### src/rtl/riscv_pkg.sv
// Shared constants and types for the instruction fetch stage.
package riscv_pkg;

  localparam logic [31:0] NOP     = 32'h0000_0013;
  localparam int unsigned PC_STEP = 4;

  typedef enum logic [1:0] {
    IDLE,
    REQ,
    WAIT,
    HOLD
  } fetch_state_t;

endpackage

### src/rtl/fetch_unit.sv
// Instruction fetch: PC, single-outstanding imem request, one-entry output slot to decode.
// Handshakes: imem request is held (req/addr stable) until imem_gnt; decode takes instr when instr_valid & instr_ready.
module fetch_unit
  import riscv_pkg::*;
#(
  parameter int unsigned          A_WIDTH  = 32,
  parameter int unsigned          D_WIDTH  = 32,
  parameter logic [A_WIDTH-1:0]   RESET_PC = '0
) (
  input  logic               clk,
  input  logic               rst_n,
  output logic               imem_req,
  output logic [A_WIDTH-1:0] imem_addr,
  input  logic               imem_gnt,
  input  logic               imem_rvalid,
  input  logic [D_WIDTH-1:0] imem_rdata,
  input  logic               redirect,
  input  logic [A_WIDTH-1:0] redirect_pc,
  output logic               instr_valid,
  input  logic               instr_ready,
  output logic [D_WIDTH-1:0] instr,
  output logic [A_WIDTH-1:0] instr_pc
);

  fetch_state_t       state_q, state_d;
  logic [A_WIDTH-1:0] pc_q, pc_d;
  // Address of the request being issued / in flight; doubles as the PC of the returned word.
  logic [A_WIDTH-1:0] addr_q, addr_d;
  logic               drop_q, drop_d;
  logic               valid_q, valid_d;
  logic [D_WIDTH-1:0] instr_q, instr_d;
  logic [A_WIDTH-1:0] instr_pc_q, instr_pc_d;
  logic [A_WIDTH-1:0] redirect_tgt;
  logic [1:0]         unused_redirect_lsbs;

  assign redirect_tgt         = {redirect_pc[A_WIDTH-1:2], 2'b00};
  assign unused_redirect_lsbs = redirect_pc[1:0];

  always_comb begin
    state_d    = state_q;
    pc_d       = pc_q;
    addr_d     = addr_q;
    drop_d     = drop_q;
    valid_d    = valid_q;
    instr_d    = instr_q;
    instr_pc_d = instr_pc_q;

    case (state_q)
      IDLE: state_d = REQ;
      REQ: begin
        if (imem_gnt) begin
          state_d = WAIT;
          // A pending drop means pc_q already holds a redirect target; keep it.
          if (!drop_q) pc_d = pc_q + A_WIDTH'(PC_STEP);
        end
      end
      WAIT: begin
        if (imem_rvalid) begin
          state_d = REQ;
          if (drop_q) begin
            drop_d = 1'b0;
          end else if (!redirect) begin
            instr_d    = imem_rdata;
            instr_pc_d = addr_q;
            valid_d    = 1'b1;
            state_d    = HOLD;
          end
        end
      end
      HOLD: begin
        if (valid_q && instr_ready) begin
          valid_d = 1'b0;
          state_d = REQ;
        end
      end
      default: state_d = IDLE;
    endcase

    if (redirect) begin
      pc_d    = redirect_tgt;
      valid_d = 1'b0;
      case (state_q)
        IDLE, HOLD: state_d = REQ;
        REQ:        drop_d  = 1'b1;
        WAIT:       if (!imem_rvalid) drop_d = 1'b1;
        default:    state_d = IDLE;
      endcase
    end

    // Latch the request address only on entry to REQ so it stays stable until grant.
    if ((state_d == REQ) && (state_q != REQ)) addr_d = pc_d;
  end

  always_ff @(posedge clk or negedge rst_n) begin
    if (!rst_n) begin
      state_q    <= IDLE;
      pc_q       <= RESET_PC;
      addr_q     <= RESET_PC;
      drop_q     <= 1'b0;
      valid_q    <= 1'b0;
      instr_q    <= D_WIDTH'(NOP);
      instr_pc_q <= '0;
    end else begin
      state_q    <= state_d;
      pc_q       <= pc_d;
      addr_q     <= addr_d;
      drop_q     <= drop_d;
      valid_q    <= valid_d;
      instr_q    <= instr_d;
      instr_pc_q <= instr_pc_d;
    end
  end

  assign imem_req    = (state_q == REQ);
  assign imem_addr   = addr_q;
  assign instr_valid = valid_q;
  assign instr       = instr_q;
  assign instr_pc    = instr_pc_q;

endmodule

### config.mk
export PLATFORM = sky130hd
export DESIGN_NAME = fetch_unit
export DESIGN_NICKNAME = d
export VERILOG_FILES = /design/src/rtl/riscv_pkg.sv /design/src/rtl/fetch_unit.sv
export SDC_FILE = /design/constraint.sdc
export NUM_CORES = 1
export LEC_CHECK = 0
export CAP_MARGIN = 5
export CORE_MARGIN = 2
export CORE_UTILIZATION = 40
export DETAILED_ROUTE_END_ITERATION = 8
export GPL_TIMING_DRIVEN = 0
export PLACE_DENSITY = 0.7
export SLEW_MARGIN = 10
export SYNTH_ARGS = -nofsm -noshare
export SYNTH_HDL_FRONTEND = slang
export SYNTH_SLANG_ARGS = --single-unit
### constraint.sdc
create_clock -name clk -period 2.7 [get_ports clk]
set_input_delay 0.405 -clock clk [delete_from_list [all_inputs] [get_ports clk]]
set_output_delay 0.405 -clock clk [all_outputs]
set_load 0.05 [all_outputs]
After elaboration in Yosys (flattened, before gate mapping)
Index checks and enable logic that the tools add are counted.
{"block": "classes", "n_addsub": 1, "n_eq_ne": 8, "mux": 22, "bitwise_logic": 2, "reduce_logical": 7}
{"operator": "two-way mux 32 bit", "count": 4}
{"operator": "adder 32 x 3 -> 32 bit, second input constant", "count": 1}
{"operator": "two-way mux 2 bit", "count": 7}
{"operator": "inequality test 3 bit, second input constant", "count": 3}
{"operator": "two-way mux 1 bit", "count": 8}
{"operator": "case mux 2 bit (4 select lines)", "count": 1}
{"operator": "AND reduction 4 bit", "count": 2}
{"operator": "== test 2 x 1 -> 1 bit, second input constant", "count": 2}
{"operator": "== test 2 bit, second input constant", "count": 2}
{"operator": "case mux 1 bit (2 select lines)", "count": 2}
{"operator": "nonzero test 3 bit", "count": 1}
{"operator": "logical AND 1 bit", "count": 2}
{"operator": "zero test 2 bit", "count": 1}
{"operator": "inequality test 2 x 1 -> 1 bit, second input constant", "count": 1}
{"operator": "NOT 1 bit", "count": 2}
{"operator": "OR reduction 2 bit", "count": 1}
{"block": "totals", "ff_bits": 132, "input_bits": 70, "output_inout_bits": 98, "elab_cells": 47}

Depth between registers and ports, before layout
Gate-level depths: netlist (run 1).
{"block": "depth", "ltp_word": 8, "mapped_depth": 9, "ltp_nobuf": 7}

Least setup slack after synthesis (run 1)
Ideal clock, no wire load.
{"block": "synth_path", "path_kind": "reg-to-reg", "from": "reg state_q[1]", "to": "reg addr_q[31], in the netlist imem_addr[31]", "setup_ns": 0.125, "arrival_ns": 2.743, "t_required_ns": 2.575, "path_slack_ns": -0.168, "stages_incl_launch_ff": 10, "path_buffers": 2, "period_less_slack_ns": 2.868, "path_cell_list": "dfrtp_1 inv_1 ha_1 buf_4 nand4b_4 or4_4 buf_6 o31a_1 o31a_1 mux2_2"}
{"block": "synth_between", "elab_cells_between_ends": 16, "cone_classes": "eq/ne (5); mux (8); reduce/logical (3)"}
{"item": "from (decl)", "line": "fetch_unit.sv:25", "source": "fetch_state_t state_q, state_d;"}
{"item": "from (signal assigned)", "line": "fetch_unit.sv:104", "source": "state_q <= state_d;"}
{"item": "== test 2 x 1 -> 1 bit"}
{"item": "named net imem_req", "line": "fetch_unit.sv:12", "source": "output logic imem_req,"}
{"item": "two-way mux 32 bit", "line": "fetch_unit.sv:48", "source": "case (state_q)"}
{"item": "two-way mux 32 bit", "line": "fetch_unit.sv:79", "source": "if (redirect) begin"}
{"item": "named net pc_d[31]", "line": "fetch_unit.sv:26", "source": "logic [A_WIDTH-1:0] pc_q, pc_d;"}
{"item": "to (signal assigned)", "line": "fetch_unit.sv:106", "source": "addr_q <= addr_d;"}
{"item": "to (decl)", "line": "fetch_unit.sv:28", "source": "logic [A_WIDTH-1:0] addr_q, addr_d;"}
The timed path passes the listed nets, and every way through them passes these cells.
A chain may end at the register's enable or synchronous reset.

Worst setup path in the final report (run 1)
{"block": "layout_path", "from": "reg state_q[1]", "to": "reg addr_q[31], in the netlist imem_addr[31]"}
{"block": "layout_between", "elab_cells_between_ends": 16, "cone_classes": "eq/ne (5); mux (8); reduce/logical (3)"}
{"item": "== test 2 x 1 -> 1 bit", "line": "fetch_unit.sv:48"}
{"item": "two-way mux 32 bit", "line": "fetch_unit.sv:48"}
{"item": "two-way mux 32 bit", "line": "fetch_unit.sv:79"}
{"item": "named net pc_d[31]", "line": "fetch_unit.sv:26"}
The timed path passes the listed nets, and every way through them passes these cells.

==> impl_metrics.yaml, run 1 <==
run_status:
  status: "completed"
setup_path:
  cp_common_cell: "o31a_1"
  slowest_delay_ns: 0.60
  reg2reg_from: "state_q[1]$_DFF_PN0_"
  cp_data_required_time_ns: 3.01
  start_kind: "flop"
  endpoint_kind: "flop"
  criticalPathCategory: "flop to flop"
  path_cells: "inv_2, ha_4, nand4b_4, or4_4, buf_6, o31a_1, o31a_1, mux2_2"
  arrival_ns: 2.92
  critPathLaunch: "state_q[1]$_DFF_PN0_"
  critical-path-slowest-cell: "or4_4"
  critPathMaxFanout: 11
pwr:
  peakVddDrop_mv: 0.722
  power-per-cell-area_nw_per_um2: 1310
  p_leak_nw: 3.52
layout:
  drive_above_1_share_pct: 24.1
  antennaDiodeCount: 0
  n_fill_cell: 1129
  fin_cells: 827
  area_growth_pct: 44.6
  layout.nets: 710
  ff_latch_area_sq_um: 3310
  multiInputGateArea_sq_um: 2310
  design_area_sq_um: 8280
place:
  finalWeightedCongestion: 0.764
  hpwl_mm: 10.1
  port_buffers: 165
  dp_cells: 795
  place_area_sq_um: 7640
timing:
  relSlewSlack_pct: 50.2
  setup_tns_ns: 0
  finalCritPeriodShare_pct: 96.6
  worst_slew_pin_slew_ns: 0.746
  setup_viol: 0
  min_period_ns: 2.61
  grt_setup_unrepaired: "false"
  slew_violations: 0
  skew_ns: 0.00886
  fmax_ghz: 0.384
  hold_viol: 0
synth:
  synth_largest_area_cell: "dfrtp_1"
  synthFlopType: "dfrtp_1"
  yosysUniqueCellTypes: 48
  synthArstFlopShare_pct: 100
  syn_area_per_cell_sq_um: 12.8
  netlist_area_sq_um: 5730
  yosysTopAreaCellShare_pct: 56.4
  synth_edf_count: 0
  syn_inst: 449
  synth-seq-cells: 132
  syn_nets: 525
  yosysWarnings: 0
  synth.most_common_cell: "dfrtp_1"
  yosysSeqAreaShare_pct: 57.7
  synth.area.top_cells: "dfrtp_1 (56%), mux2_2 (17%), a31oi_1 (1.6%)"
  ys_top_cells_by_count: "dfrtp_1 (129), mux2_2 (88), nand2_1 (25)"
floorplanning:
  io_pins: 168
  dieArea_sq_um: 15300
  core_area_sq_um: 13900
  rows: 43
  floorplan.initialDensity_pct: 41.1
  die_y_um: 124
  die_w_um: 124
global_routing:
  antenna_found_initial: 0
  grt_pass1_wl_mm: 22.4
  overflow: 0
  grt_pass1_vias: 4435
  grtUsageTotal_pct: 19.6
  grt_max_degree: 82
detailed_routing:
  antenna_left: 0
  vias: 4300
  drtIter0Drc: 262
  first_pass_iters: 4
  wire_per_inst_um: 16.9
  drc_errors: 0
  viasPerCell: 5.20
  drt_wl_total_mm: 14.0
clocking:
  htreeDepth: 4
  cts_root_buffer: "clkbuf_16"
  clk_latency_ns: 0.42
  cts.sink_count: 132
  hold_buffers: 0
  cts_tree: "yes"
  cts_inserted_buffers: 17
  clk_pin_slew_ns: 0.06
  clk_path_buf_depth: 2
min_path:
  hold_class: "input pin to async pin"
job:
  cap_violations: 0
-- state kept, by name (all words and copies together) (netlist names) --
register     cells
drop_q           1
imem_addr       32
instr           32
instr_pc        32
instr_valid      1
pc_q            32
state_q          2
-- layout make-up --
type | instances | area share, %
flip-flops and latches | 132 | 40.0
multi-input cells | 282 | 27.8
repair buffers | 169 | 20.6
clock buffers | 19 | 5.47
well taps | 180 | 2.72
clock inverters | 13 | 1.60
plain buffers | 20 | 1.30
inverters | 12 | 0.544
-- final timing paths --
check | to | slack (ns) | cells past startpoint
max in group asynchronous | instr[0]$_DFFE_PN1P_ | 1.93 | 2
worst min register to register | instr[30]$_DFFE_PN0P_ | 0.50 | 1
worst max register to register | imem_addr[31]$_DFFE_PN0P_ | 0.09 | 8
worst min-delay path | instr[15]$_DFFE_PN0P_ | 0.02 | 1
min in group clk | instr[30]$_DFFE_PN0P_ | 0.50 | 1
worst max-delay path | imem_addr[31]$_DFFE_PN0P_ | 0.09 | 8
-- report_power, final --
| part | internal, mW | leakage (nW) | total (mW) | switching [mW] |
|---|---|---|---|---|
| sequential | 2.72 | 1.66 | 3.20 | 0.476 |
| clock | 1.40 | 0.281 | 2.27 | 0.871 |
| combinational | 2.11 | 1.58 | 5.42 | 3.31 |
-- per-layer routing --
| metal | routed length (um) | track usage, % |
|---|---|---|
| met3 | 1270 | 8.97 |
| met5 | 0 | 0 |
| met2 | 6650 | 30.7 |
| met1 | 5850 | 23.8 |
| met4 | 182 | 6.82 |
-- placed cells by master (no fill, tap or decap), types with 4 or more instances in the layout --
master,count
clkdlybuf4s50_1,164
dfrtp_1,127
mux2_2,88
nand2_1,25
o21ai_0,18
nor2_1,17
clkbuf_16,17
a31oi_1,15
nand3_1,13
clkbuf_1,12
inv_1,11
or4_1,10
o31ai_1,7
or3_1,7
o31a_1,6
mux2_1,6
nand4_1,5
nor4_1,5
buf_4,5
clkinv_2,5
o211ai_1,4
xnor2_1,4
xor2_1,4
ha_1,4
clkinvlp_4,4
-- cell families (layout without fill, tap and decap cells) --
kind of cell	count (synthesis)	in the layout	share of synthesized area [%]
AO/OA/AOI/OAI	62	62	7.01
XOR/XNOR	8	8	1.22
adder cells (fa/ha/maj)	6	6	1.31
buffers and inverters	35	233	2.71
flip-flops	132	132	57.7
multiplexers	97	97	19.2
AND/OR/NAND/NOR	109	109	10.8
-- through the flow --
stage / hold slack, ns / total power, mW / worst slack [ns] / util, %
floorplan: 0.109 / 6.75 / 0.103 / -
global placement: 0.488 / 8.45 / -3.91 / 54.7
detailed placement: 0.495 / 8.57 / -0.517 / 54.9
CTS: 0.0474 / 10.9 / 0.0168 / 59.3
global route: 0.0689 / 11.4 / 0.0211 / 59.4
finish: 0.0229 / 10.9 / 0.0930 / 59.4
-- critical path: cells and delay by family (launching register included) --
family | cells | cell delay [ns]
muxes | 1 | 0.27
AOI/OAI and AO/OA | 2 | 0.54
buffers and inverters | 2 | 0.27
and+or+nand+nor | 2 | 0.74
DFF | 1 | 0.44
adders and majority gates | 1 | 0.23
-- what timing repair did --
action                                  CTS  global route
pin swaps                                 2             2
setup buffers                             1             2
endpoints found under the setup margin   62            30
resized for setup                         8             8
No activity file was read; power rests on OpenSTA's default activity.
==> run 2: changes to the inputs <==
TNS_END_PERCENT = 30   (was not set)
==> impl_metrics.yaml, run 2 (synthesized netlist as in run 1, its figures left out) <==
layout:
  ff_latch_area_sq_um: 3310
  multiInputGateArea_sq_um: 2310
  fin_cells: 829
  mostFrequentLayoutCell: "clkdlybuf4s50_1"
  drive_above_1_share_pct: 24.2
  antennaDiodeCount: 0
  final_cell_mix: "clkdlybuf4s50_1 (164), dfrtp_1 (127), mux2_2 (88), nand2_1 (25), o21ai_0 (18)"
  area_growth_pct: 44.8
  n_fill_cell: 1129
  final_core_utilization_pct: 59.5
  layout.nets: 712
global_routing:
  grt_pass1_vias: 4435
  overflow: 0
  antenna_found_initial: 0
  grt_max_degree: 82
  grt_pass1_wl_mm: 22.4
  grtUsageTotal_pct: 19.6
setup_path:
  reg2reg_from: "state_q[1]$_DFF_PN0_"
  rrSetupSlack_ns: 0.06
  reg2reg_depth: 9
  cp_data_required_time_ns: 3.01
  endpoint_kind: "flop"
  criticalPathCategory: "flop to flop"
  start_kind: "flop"
  reg2reg_to: "imem_addr[31]$_DFFE_PN0P_"
  critPathMaxFanout: 10
  arrival_ns: 2.94
timing:
  hold_viol: 0
  fmax_ghz: 0.379
  slew_violations: 0
  hold_slack_ns: 0.0215
  setup_viol: 0
  min_period_ns: 2.64
  setup_tns_ns: 0
  finalCritPeriodShare_pct: 97.6
  worst_slew_pin_slew_ns: 0.742
  relSlewSlack_pct: 50.5
  skew_ns: 0.00886
detailed_routing:
  drt_wl_total_mm: 14.1
  antenna_left: 0
  drc_errors: 0
  first_pass_iters: 4
  drtIter0Drc: 280
  wire_per_inst_um: 17.0
  vias: 4293
  viasPerCell: 5.18
pwr:
  power-per-cell-area_nw_per_um2: 1310
  pwr-share-comb_pct: 49.8
  internal_power_mw: 6.23
  p_switching_mw: 4.67
  switching_share_pct: 42.8
  p_leak_nw: 3.53
  clock_power_share_pct: 20.8
  p_seq_share_pct: 29.3
  peakVddDrop_mv: 0.722
clocking:
  cts_root_buffer: "clkbuf_16"
  cts_inserted_buffers: 17
  htreeDepth: 4
  clk_path_buf_depth: 2
  clk_latency_ns: 0.43
  clk_pin_slew_ns: 0.06
  cts_tree: "yes"
  cts.sink_count: 132
place:
  dp_cells: 795
  port_buffers: 165
  finalWeightedCongestion: 0.764
  hpwl_mm: 10.1
min_path:
  hold_class: "input pin to async pin"
run_status:
  status: "completed"
floorplanning:
  core_area_sq_um: 13900
  die_w_um: 124
  dieArea_sq_um: 15300
  io_pins: 168
  floorplan.initialDensity_pct: 41.1
  die_y_um: 124
  rows: 43
job:
  cap_violations: 0
## run 2: changes by cell type in the layout (fill, tap and decap cells not counted), sizes merged
cell,change
buf,+2
## run 2: repair_timing
item / in CTS / in global routing
setup endpoints to repair: 62 / 30
pin swaps: 2 / 1
buffers inserted: 1 / 2
resized for setup: 8 / 8
hold buffers: 0 / 0
## run 2: how the worst max path moves through the flow
| stage | from | end | cells past startpoint |
|---|---|---|---|
| floorplan | state_q[1]$_DFF_PN0_ | imem_addr[31]$_DFFE_PN0P_ | 9 |
| global placement | rst_n | instr_pc[18]$_DFFE_PN0P_ | 1 |
| detailed placement | imem_rvalid | instr[27]$_DFFE_PN0P_ | 6 |
| CTS | state_q[0]$_DFF_PN0_ | imem_addr[8]$_DFFE_PN0P_ | 9 |
| global route | state_q[1]$_DFF_PN0_ | imem_addr[31]$_DFFE_PN0P_ | 9 |
| finish | state_q[1]$_DFF_PN0_ | imem_addr[31]$_DFFE_PN0P_ | 9 |
## run 2: power by group through the flow
stage | logic, mW | clock network, mW | registers [mW]
finish | 5.43 | 2.27 | 3.20
global route | 5.71 | 2.44 | 3.31
CTS | 5.41 | 2.32 | 3.21
detailed placement | 5.34 | 0 | 3.23
global placement | 5.27 | 0 | 3.18
floorplan | 1.35 | 0 | 5.39
## run 2: routing by layer
layer  vias to the layer above  share of wire (%)  track usage [%]  routed length, um
met5                         -                  0                0                  0
li1                       2014                  -                -                  -
met3                        15                9.1             8.97               1280
met2                       158                 48             30.7               6720
met1                      2106                 42             23.8               5910
met4                         0                1.3             6.82                185
## run 2: area by class of cell
cell class,instances,share of cell area (%)
Sequential cell,132,39.9
Multi-Input combinational cell,282,27.8
Timing Repair Buffer,169,20.5
Clock buffer,19,5.46
Tap cell,180,2.72
Clock inverter,13,1.60
Buffer,22,1.45
Inverter,12,0.543
## run 2: critical path, cell delays in order (launching register included)
cell	delay (ns)
dfrtp_2	0.45
inv_2	0.10
ha_4	0.14
buf_6	0.15
nand4b_4	0.13
or4_4	0.58
buf_6	0.17
o31a_1	0.28
o31a_1	0.26
mux2_2	0.27
## run 2: stage by stage
stage	power (mW)	setup WS, ns	cell area (sq um)
floorplan	6.75	0.103	5740
global placement	8.45	-3.91	7620
detailed placement	8.57	-0.517	7640
CTS	10.9	0.0168	8260
global route	11.4	-0.00237	8290
finish	10.9	0.0639	8290
==> run 3: changes to the inputs <==
CORE_UTILIZATION = 47   (was 40)
PLACE_DENSITY = 0.8   (was 0.7)
==> impl_metrics.yaml, run 3 (synthesized netlist as in run 1, its figures left out) <==
timing:
  min_period_ns: 2.62
  fmax_ghz: 0.382
  relSlewSlack_pct: 53.2
  hold_viol: 0
  setup_viol: 0
  setup_tns_ns: 0
  grt_setup_unrepaired: "true"
  finalCritPeriodShare_pct: 97.0
  skew_ns: 0.00606
  worst_slew_pin_slew_ns: 0.702
  slew_violations: 0
  hold_slack_ns: 0.0125
clocking:
  cts_tree: "yes"
  cts_inserted_buffers: 17
  clk_path_buf_depth: 2
  cts.sink_count: 132
  clk_pin_slew_ns: 0.06
  cts_root_buffer: "clkbuf_16"
  htreeDepth: 4
  clk_latency_ns: 0.42
layout:
  mostFrequentLayoutCell: "clkdlybuf4s50_1"
  layout.nets: 712
  drive_above_1_share_pct: 22.8
  final_cell_mix: "clkdlybuf4s50_1 (164), dfrtp_1 (128), mux2_2 (88), nand2_1 (25), clkbuf_1 (19)"
  area_growth_pct: 43.4
  antennaDiodeCount: 0
floorplanning:
  core_area_sq_um: 12000
  die_w_um: 114
  die_y_um: 114
  floorplan.initialDensity_pct: 47.9
  io_pins: 168
  dieArea_sq_um: 13100
  rows: 40
place:
  hpwl_mm: 9.94
  finalWeightedCongestion: 0.871
  port_buffers: 165
detailed_routing:
  drt_wl_total_mm: 14.0
  first_pass_iters: 4
  drtIter0Drc: 229
  wire_per_inst_um: 17.6
  antenna_left: 0
  viasPerCell: 5.49
  vias: 4373
  drc_errors: 0
run_status:
  status: "completed"
pwr:
  peakVddDrop_mv: 0.798
  power-per-cell-area_nw_per_um2: 1310
  p_leak_nw: 3.52
setup_path:
  critical-path-slowest-cell: "or4_4"
  path_cells: "inv_1, ha_4, buf_6, nand4b_4, or4_4, buf_6, o31a_1, o31a_1, mux2_2"
  slowest_delay_ns: 0.58
  critPathMaxFanout: 10
  start_kind: "flop"
  cp_data_required_time_ns: 3.00
  endpoint_kind: "flop"
  criticalPathCategory: "flop to flop"
  arrival_ns: 2.92
min_path:
  hold_class: "input pin to async pin"
global_routing:
  overflow: 0
  grtUsageTotal_pct: 22.4
  antenna_found_initial: 0
  grt_max_degree: 77
  grt_pass1_wl_mm: 22.7
  grt_pass1_vias: 4603
job:
  cap_violations: 0
==> run 3: worst max-delay path: cells and delay by family, from the launching register on <==
kind | cells | cell delay [ns]
simple gates | 2 | 0.71
compound gates | 2 | 0.52
buf+inv | 3 | 0.43
flops | 1 | 0.43
mux | 1 | 0.26
fa+ha+maj | 1 | 0.14
==> run 3: metrics by stage <==
stage               utilization, %  power [mW]  instance area [sq um]  setup WS (ns)  std cells
floorplan                        -        6.75                   5740          0.103        449
global placement              63.3        8.45                   7570          -3.82        761
detailed placement            63.6        8.58                   7600         -0.551        762
CTS                           68.4        10.8                   8180       0.000750        795
global route                  68.7        11.2                   8210        -0.0305        796
finish                        68.7        10.7                   8210         0.0822        796
==> run 3: power breakdown <==
part | leakage, nW | internal (mW) | switching (mW)
sequential | 1.66 | 2.72 | 0.484
clock | 0.269 | 1.33 | 0.801
combinational | 1.59 | 2.09 | 3.32
==> run 3: metal layers <==
metal	vias up	global-route usage, %	wire [um]
met2	193	36.8	6880
met1	2151	27.1	5640
met5	-	0	0
met4	0	9.51	223
met3	20	7.57	1240
li1	2009	-	-
==> run 3: worst paths after layout <==
kind | slack [ns] | to | start | depth (start not counted)
min in group clk | 0.50 | instr_pc[8]$_DFFE_PN0P_ | instr_pc[8]$_DFFE_PN0P_ | 1
worst max register to register | 0.08 | imem_addr[31]$_DFFE_PN0P_ | state_q[1]$_DFF_PN0_ | 9
max in group asynchronous | 1.93 | instr[4]$_DFFE_PN1P_ | rst_n | 2
worst min register to register | 0.50 | instr_pc[8]$_DFFE_PN0P_ | instr_pc[8]$_DFFE_PN0P_ | 1
worst min-delay path | 0.01 | instr_pc[26]$_DFFE_PN0P_ | rst_n | 1
worst max-delay path | 0.08 | imem_addr[31]$_DFFE_PN0P_ | state_q[1]$_DFF_PN0_ | 9
==> run 3: layout make-up <==
cell class                 instances  area, sq um
sequential                       132         3310
tap                              147          184
timing repair buffer             169         1700
fill                             865         3750
clock inverter                     5         50.0
inverter                          12         45.0
multi-input combinational        282         2310
clock buffer                      27          493
buffer                            22          124
==> run 3: what timing repair did <==
action	in CTS	in global routing
buffers inserted	2	1
pin swaps	1	2
setup endpoints to repair	56	30
hold buffers	0	0
gates resized for setup	7	8
